==> config.mk <==
export PLATFORM = sky130hd
export DESIGN_NAME = shared_reg_arb
export DESIGN_NICKNAME = d
export VERILOG_FILES = /design/src/rtl/shared_reg_arb_pkg.sv /design/src/rtl/shared_reg_arb_rr_pick.sv /design/src/rtl/shared_reg_arb.sv
export SDC_FILE = /design/constraint.sdc
export NUM_CORES = 1
export LEC_CHECK = 0
export BUFFER_PORTS_ARGS = -buffer_cell sky130_fd_sc_hd__buf_4
export CAP_MARGIN = 20
export CORE_ASPECT_RATIO = 1.25
export CORE_MARGIN = 2
export CORE_UTILIZATION = 40
export DETAILED_ROUTE_END_ITERATION = 10
export GPL_ROUTABILITY_DRIVEN = 0
export PLACE_DENSITY = 0.72
export SKIP_LAST_GASP = 1
export SLEW_MARGIN = 20
export SYNTH_ARGS = -nofsm -noshare
export SYNTH_HDL_FRONTEND = slang
export SYNTH_SLANG_ARGS = --single-unit
==> constraint.sdc <==
create_clock -name clk_i -period 2.2 [get_ports clk_i]
set_input_delay 0 -clock clk_i [delete_from_list [all_inputs] [get_ports clk_i]]
set_output_delay 0 -clock clk_i [all_outputs]
set_load 0.05 [all_outputs]
==> src/rtl/shared_reg_arb_pkg.sv <==
// rtl/shared_reg_arb_pkg.sv - shared state encoding and parameter defaults for shared_reg_arb
package shared_reg_arb_pkg;

   localparam int WIDTH_DEF = 8;
   localparam int NREQ_DEF  = 4;

   typedef enum logic [1:0] {
      ST_IDLE  = 2'd0,
      ST_GRANT = 2'd1,
      ST_ACK   = 2'd2
   } state_t;

endpackage

==> src/rtl/shared_reg_arb_rr_pick.sv <==
// rtl/shared_reg_arb_rr_pick.sv - combinational round-robin picker
// Searches req_i starting at (last_i+1) mod NREQ and returns the first hit.
module rr_pick #(
   parameter int NREQ = 4,
   parameter int IW   = $clog2(NREQ)
) (
   input  logic [NREQ-1:0] req_i,
   input  logic [IW-1:0]   last_i,
   output logic [NREQ-1:0] win_oh_o,
   output logic [IW-1:0]   win_idx_o
);

   int            k;
   logic [IW-1:0] k_idx;
   logic          found;

   always_comb begin
      win_oh_o  = '0;
      win_idx_o = '0;
      found     = 1'b0;
      k         = 0;
      k_idx     = '0;
      for (int i = 1; i <= NREQ; i++) begin
         k     = (int'(last_i) + i) % NREQ;
         k_idx = IW'(k);
         if (!found && req_i[k_idx]) begin
            found            = 1'b1;
            win_oh_o[k_idx]  = 1'b1;
            win_idx_o        = k_idx;
         end
      end
   end

endmodule

==> src/rtl/shared_reg_arb.sv <==
// rtl/shared_reg_arb.sv - round-robin arbiter guarding one shared write register
// IDLE picks a winner, GRANT commits its data (or defers on clear), ACK pulses and may re-grant on lock.
module shared_reg_arb
   import shared_reg_arb_pkg::*;
#(
   parameter int WIDTH = WIDTH_DEF,
   parameter int NREQ  = NREQ_DEF
) (
   input  logic              clk_i,
   input  logic              rst_i,
   input  logic [NREQ-1:0]   req_i,
   input  logic [NREQ-1:0]   lock_i,
   input  logic [NREQ*WIDTH-1:0] wdata_i,
   input  logic              clr_i,
   output logic [NREQ-1:0]   gnt_o,
   output logic              ack_o,
   output logic [WIDTH-1:0]  q_o,
   output logic              busy_o
);

   localparam int IW = $clog2(NREQ);

   state_t            state_q, state_d;
   logic [NREQ-1:0]   gnt_q, gnt_d;
   logic              ack_q, ack_d;
   logic [WIDTH-1:0]  q_q, q_d;
   logic [IW-1:0]     last_q, last_d;
   logic [IW-1:0]     win_q, win_d;

   logic [NREQ-1:0]   pick_oh;
   logic [IW-1:0]     pick_idx;
   logic              win_req;
   logic              win_lock;
   logic [WIDTH-1:0]  win_data;

   rr_pick #(.NREQ(NREQ), .IW(IW)) u_rr_pick (
      .req_i     (req_i),
      .last_i    (last_q),
      .win_oh_o  (pick_oh),
      .win_idx_o (pick_idx)
   );

   assign win_req  = req_i[win_q];
   assign win_lock = lock_i[win_q];
   assign win_data = wdata_i[int'(win_q)*WIDTH +: WIDTH];

   always_ff @(posedge clk_i) begin
      if (rst_i) begin
         state_q <= ST_IDLE;
         gnt_q   <= '0;
         ack_q   <= 1'b0;
         q_q     <= '0;
         last_q  <= IW'(NREQ-1);
         win_q   <= '0;
      end else begin
         state_q <= state_d;
         gnt_q   <= gnt_d;
         ack_q   <= ack_d;
         q_q     <= q_d;
         last_q  <= last_d;
         win_q   <= win_d;
      end
   end

   always_comb begin
      state_d = state_q;
      unique case (state_q)
         ST_IDLE:  if (|req_i) state_d = ST_GRANT;
         ST_GRANT: begin
            if (!win_req)    state_d = ST_IDLE;
            else if (!clr_i) state_d = ST_ACK;
         end
         ST_ACK:   state_d = (win_lock && win_req) ? ST_GRANT : ST_IDLE;
         default:  state_d = ST_IDLE;
      endcase
   end

   // An abort wins over a clear in GRANT: the requester is gone, so nothing is left to defer.
   always_comb begin
      gnt_d  = gnt_q;
      last_d = last_q;
      win_d  = win_q;
      q_d    = clr_i ? '0 : q_q;
      unique case (state_q)
         ST_IDLE: begin
            gnt_d = pick_oh;
            win_d = pick_idx;
         end
         ST_GRANT: begin
            if (!win_req) begin
               gnt_d  = '0;
               last_d = win_q;
            end else if (!clr_i) begin
               q_d = win_data;
            end
         end
         ST_ACK: begin
            if (!(win_lock && win_req)) begin
               gnt_d  = '0;
               last_d = win_q;
            end
         end
         default: gnt_d = '0;
      endcase
      ack_d = (state_d == ST_ACK);
   end

   assign gnt_o  = gnt_q;
   assign ack_o  = ack_q;
   assign q_o    = q_q;
   assign busy_o = (state_q != ST_IDLE);

endmodule

### Word level (Yosys, flattened, before mapping)

Index checks and enable logic that the tools add are counted.

* add/subtract/negate cells: 4
* $lt $le $gt $ge: 9
* eq/ne operators: 5
* shift-type cells: 1
* multiplexer cells: 46
* bitwise operators: 3
* reduce and logical (&&, ||, !) cells: 17

Operators with widths (count)
* 8-bit 2-to-1 mux: 4
* 32-bit by 6-bit indexed part select with 8-bit output: 1
* 4-bit 2-to-1 mux: 6
* 2-bit 2-to-1 mux: 9
* 2-bit by 3-bit < comparator with 1-bit output (second input constant): 5
* 1-bit 2-to-1 mux: 14
* 1-bit binary-select mux with 2-bit select: 6
* 4-bit bitwise OR: 3
* 4-bit case mux with 3 select lines: 1
* 1-bit demux with 2-bit select: 4
* 2-bit by 1-bit greater-or-equal comparator with 1-bit output (second input constant): 4
* 1-bit logical AND: 8
* 2-bit case mux with 3 select lines: 1
* 2-bit by 1-bit adder with 2-bit output (second input constant): 2
* 2-bit adder (second input constant): 2
* 2-bit equality test (second input constant): 2
* 2-bit inequality test (second input constant): 2
* 2-bit case mux with 2 select lines: 1
* 2-bit nonzero test: 2
* 4-bit OR reduction: 1
* 1-bit zero test: 3
* 3-bit AND reduction: 1
* 2-bit by 1-bit equality test with 1-bit output (second input constant): 1
* 2-bit zero test: 1
* 2-bit AND reduction: 1

* flip-flop bits (word level): 19
* word-level logic and storage cells: 91

### Longest topological paths before layout

* word-level depth: 14
* mapped depth: 9
* gate-level depth less buffers: 7

### Modules after synthesis

Synthesis repeated with hierarchy kept, for this count alone.

* cell total of the unflattened synthesis: 175
* area, all modules: 1596.5 µm²

By module, submodules not included
* shared_reg_arb: times used 1, cells an instance 107, area each 1051.0 µm², sequential area each 380.4 µm²
* rr_pick: times used 1, cells an instance 68, area each 545.5 µm², sequential area each 0.0 µm²

### Worst setup path before layout

Ideal clock, no wire load.

* path type: reg-to-reg
* from: register last_q[0]
* to: register gnt_q[0] (netlist: gnt_o[0])
* library setup time: 132 ps
* arrival: 2119 ps
* setup slack: -51 ps
* cell stages (with the launch flop): 9
* clock period less this slack: 2251 ps
* path through: dfxtp_1 -> buf_6 -> inv_1 -> ha_1 -> mux4_1 -> nor2b_1 -> a221o_1 -> a222oi_1 -> nor3_1

* longest elaborated chain between the ends: 14
* elaborated cells on any way between the ends: 49
* those cells by class: add/sub (4); order compare (8); mux (24); bitwise (3); reduce/logical (10)

Ends and longest elaborated chain
* from (decl): RTL line shared_reg_arb.sv:27 `logic [IW-1:0] last_q, last_d;`
* from (signal assigned): RTL line shared_reg_arb.sv:53 `last_q <= IW'(NREQ-1);`
* from (signal assigned): RTL line shared_reg_arb.sv:60 `last_q <= last_d;`
* branches (longest 12 deep; another with 2-bit by 3-bit < comparator with 1-bit output)
* 4-bit 2-to-1 mux (*): RTL line shared_reg_arb_rr_pick.sv:26 `if (!found && req_i[k_idx]) begin`
* 4-bit case mux with 3 select lines (*): RTL line shared_reg_arb.sv:84 `unique case (state_q)`
* to (signal assigned): RTL line shared_reg_arb.sv:57 `gnt_q <= gnt_d;`
* to (decl): RTL line shared_reg_arb.sv:24 `logic [NREQ-1:0] gnt_q, gnt_d;`

Mark *: on every way between the ends. The select of a mux whose other input is x is not followed.
A chain may end at the register's enable or synchronous reset.

### Final worst setup path

* from: register last_q[0]
* to: register gnt_q[2] (netlist: gnt_o[2])

Same word-level chain as after synthesis.

==> flow_summary.toml <==
[floorplan]
core_mm2 = 0.00319
ios = 57
dieArea_mm2 = 0.00383
die_h_um = 68.7
rows = 23
initial_core_util = 0.419
die_w_um = 55.7

[critical_path]
path_max_fanout = 6
path_cells = "inv_1, ha_4, mux4_1, nor2b_2, a221o_1, a222oi_1, nor3_1"
max_stage_delay_ps = 380
critPathTopFamily = "compound AO/OA/AOI/OAI gates"
worstSetupStartpointType = "register"
critPathArrivalTime_ps = 2220
endpoint_kind = "register"
critPathSlowestCell = "dfxtp_4"
worstSetupPathType = "register to register"
critical_path_required_ps = 2340
crit_buf_inv = 1

[routing]
ant_nets = 0
dr.pass1.iters = 4
drt_iter0_drc = 48
viasPerCell = 5.71
vias = 1251
drc = 0
avgRoutedWirePerCell_um = 15.8
wirelength_um = 3470

[power_and_ir_drop]
p_switching_w = 0.000512
peakVddDrop_v = 0.000394
swShare = 0.371
internal_power_w = 0.000870
seqPwrFrac = 0.305
clock_power_share = 0.176
power.density_mw_per_mm2 = 726
power_frac_comb = 0.518
leakage_nw = 0.847

[placement]
place_hpwl_um = 2730
port_buffers = 56

[min_path]
hold_path_class = "primary input to register"

[sta]
fmax_mhz = 482
setup_tns_ps = 0
skew_ps = 6.52
worst_slew_pin_slew_ps = 555
relSlewSlack = 0.628
fin_crit_sh = 0.942
setup_viol = 0
hold_violations = 0
slew_violations = 0
finalCriticalPeriod_ps = 2070

[clock_tree]
cts-root-buf = "clkbuf_8"
cts_buffers = 3
cts_tree = "yes"
clk_latency_ps = 260
clock_path_buffers = 2
path_clk_slew_ps = 80
cts.sinks = 19
h-tree-depth = 1

[synth]
syn-cell-area_mm2 = 0.00134
synth.avg_cell_area_um2 = 11.3
syn_nets = 169
ys.warnings.count = 0
ys_seq_elements = 19
synth_cells = 118
seq_area_frac_synth = 0.284
yosysUniqueCellTypes = 32

[global_route]
gr-usage-all-layers = 0.189
grt_pass1_wl_um = 5730
grt_pass1_vias = 1301
grt_max_degree = 15
antenna_found_initial = 0
gr-total-overflow = 0

[status]
status = "finished, final reports clean"

[layout]
final_net_count = 234
fill_cells = 268
diodes = 0
layout-drive-gt1-share = 0.478
area_delta_synth_final_pct = 42.3
fin_util = 0.596

[flow_run]
maxCapViolations = 0
## per-stage QoR
| stage | setup WS (ps) | hold WS [ps] | instances | total power, W | cell area (um^2) |
|---|---|---|---|---|---|
| 2_1_floorplan | 39.5 | 76.1 | 118 | 0.000932 | 1340 |
| 3_3_place_gp | 126 | 209 | 212 | 0.00110 | 1820 |
| 3_5_place_dp | 33.8 | 212 | 212 | 0.00112 | 1820 |
| 4_1_cts | 26.2 | 23.3 | 217 | 0.00137 | 1870 |
| 5_1_grt | -6.82 | 54.0 | 219 | 0.00147 | 1900 |
| 6_report | 127 | 31.8 | 219 | 0.00138 | 1900 |
## placed cells by master, fill, tap and decap left out, types with 2 or more instances in the layout
cell type and instances:
clkbuf_8 3, buf_4 63, nand2_1 2, mux4_1 2
a21oi_1 9, ha_1 7, or2b_1 5, mux4_2 12
a22o_1 8, a221o_1 4, nor2b_1 2, mux2i_1 2
nor2_1 7, a222oi_1 4, nor3_1 8, inv_1 3
o21ai_0 3, dfxtp_1 18
## what timing repair did
action	4_1_cts	5_1_grt
setup endpoints to repair	0	5
endpoints found under the hold margin	1	0
setup buffers	0	2
resized for setup	0	3
hold buffers	1	0
## state kept, by name (all words and copies together), names as in the netlist
name / flops
q_o: 8
ack_o: 1
win_q: 2
last_q: 2
state_q: 2
gnt_o: 4
## worst paths after layout
check	start	end	slack, ps	cells past startpoint
worst max-delay path	last_q[0]	gnt_o[2]	130	7
worst min-delay path	rst_i	state_q[0]	30	2
worst max register to register	last_q[0]	gnt_o[2]	130	7
worst min register to register	q_o[6]	q_o[6]	480	1
## cell type report
| class | count | area (um^2) | area share |
|---|---|---|---|
| Multi-Input combinational cell | 91 | 927 | 0.487 |
| Timing Repair Buffer | 65 | 488 | 0.256 |
| Sequential cell | 19 | 384 | 0.202 |
| Tap cell | 37 | 46.3 | 0.0243 |
| Clock buffer | 3 | 41.3 | 0.0217 |
| Inverter | 3 | 11.3 | 0.00592 |
| Clock inverter | 1 | 5.00 | 0.00263 |
## power groups by stage
stage | combinational (W) | clock, W | sequential [W]
after global routing | 0.000777 | 0.000266 | 0.000428
final | 0.000716 | 0.000244 | 0.000422
after CTS | 0.000694 | 0.000250 | 0.000425
after floorplan | 0.000425 | 0 | 0.000507
after detailed placement | 0.000689 | 0 | 0.000433
after global placement | 0.000671 | 0 | 0.000430
## cells by family after synthesis
group                    synth area share
adder cells (fa/ha/maj)            0.0748
multiplexers                        0.265
buffers and inverters              0.0337
flip-flops                          0.284
AO/OA/AOI/OAI                       0.192
AND/OR/NAND/NOR                     0.151
## worst register-to-register path, stage by stage, from the launching register on
cell and delay (ps):
dfxtp_4 380, inv_1 90, ha_4 290, mux4_1 280, nor2b_2 210, a221o_1 310
a222oi_1 320, nor3_1 90
## routing by layer
layer / track usage / part of all wire / wire length (um)
met5: 0 / 0 / 0
met4: 0.0701 / 0.0061 / 21
met3: 0.0466 / 0.080 / 279
met2: 0.368 / 0.53 / 1820
met1: 0.199 / 0.39 / 1350
## cell usage after synthesis
cell type	count	area, um^2
ha_1	8	100
a221o_1	4	40.0
a211o_1	1	8.76
nor3_2	1	10.0
mux4_1	2	52.6
a21boi_0	1	7.51
or4_1	1	7.51
or2b_1	5	37.5
o21bai_1	1	7.51
mux4_2	12	270
clkbuf_1	3	11.3
mux2i_1	2	20.0
a222oi_1	4	40.0
nand2_1	2	7.51
o21a_1	1	7.51
nor2_1	7	26.3
inv_1	3	11.3
dfxtp_1	19	380
a211oi_1	1	7.51
o21ai_0	3	15.0
nor2b_1	3	18.8
nor3b_1	1	7.51
and3b_1	1	8.76
o211ai_1	1	7.51
mux2_2	1	11.3
nor3_1	8	40.0
a21oi_1	9	45.0
buf_6	2	22.5
a22o_1	8	70.1
nor3b_4	1	18.8
nor3b_2	1	12.5
and2_1	1	6.26
(Power assumes the default switching activity.)
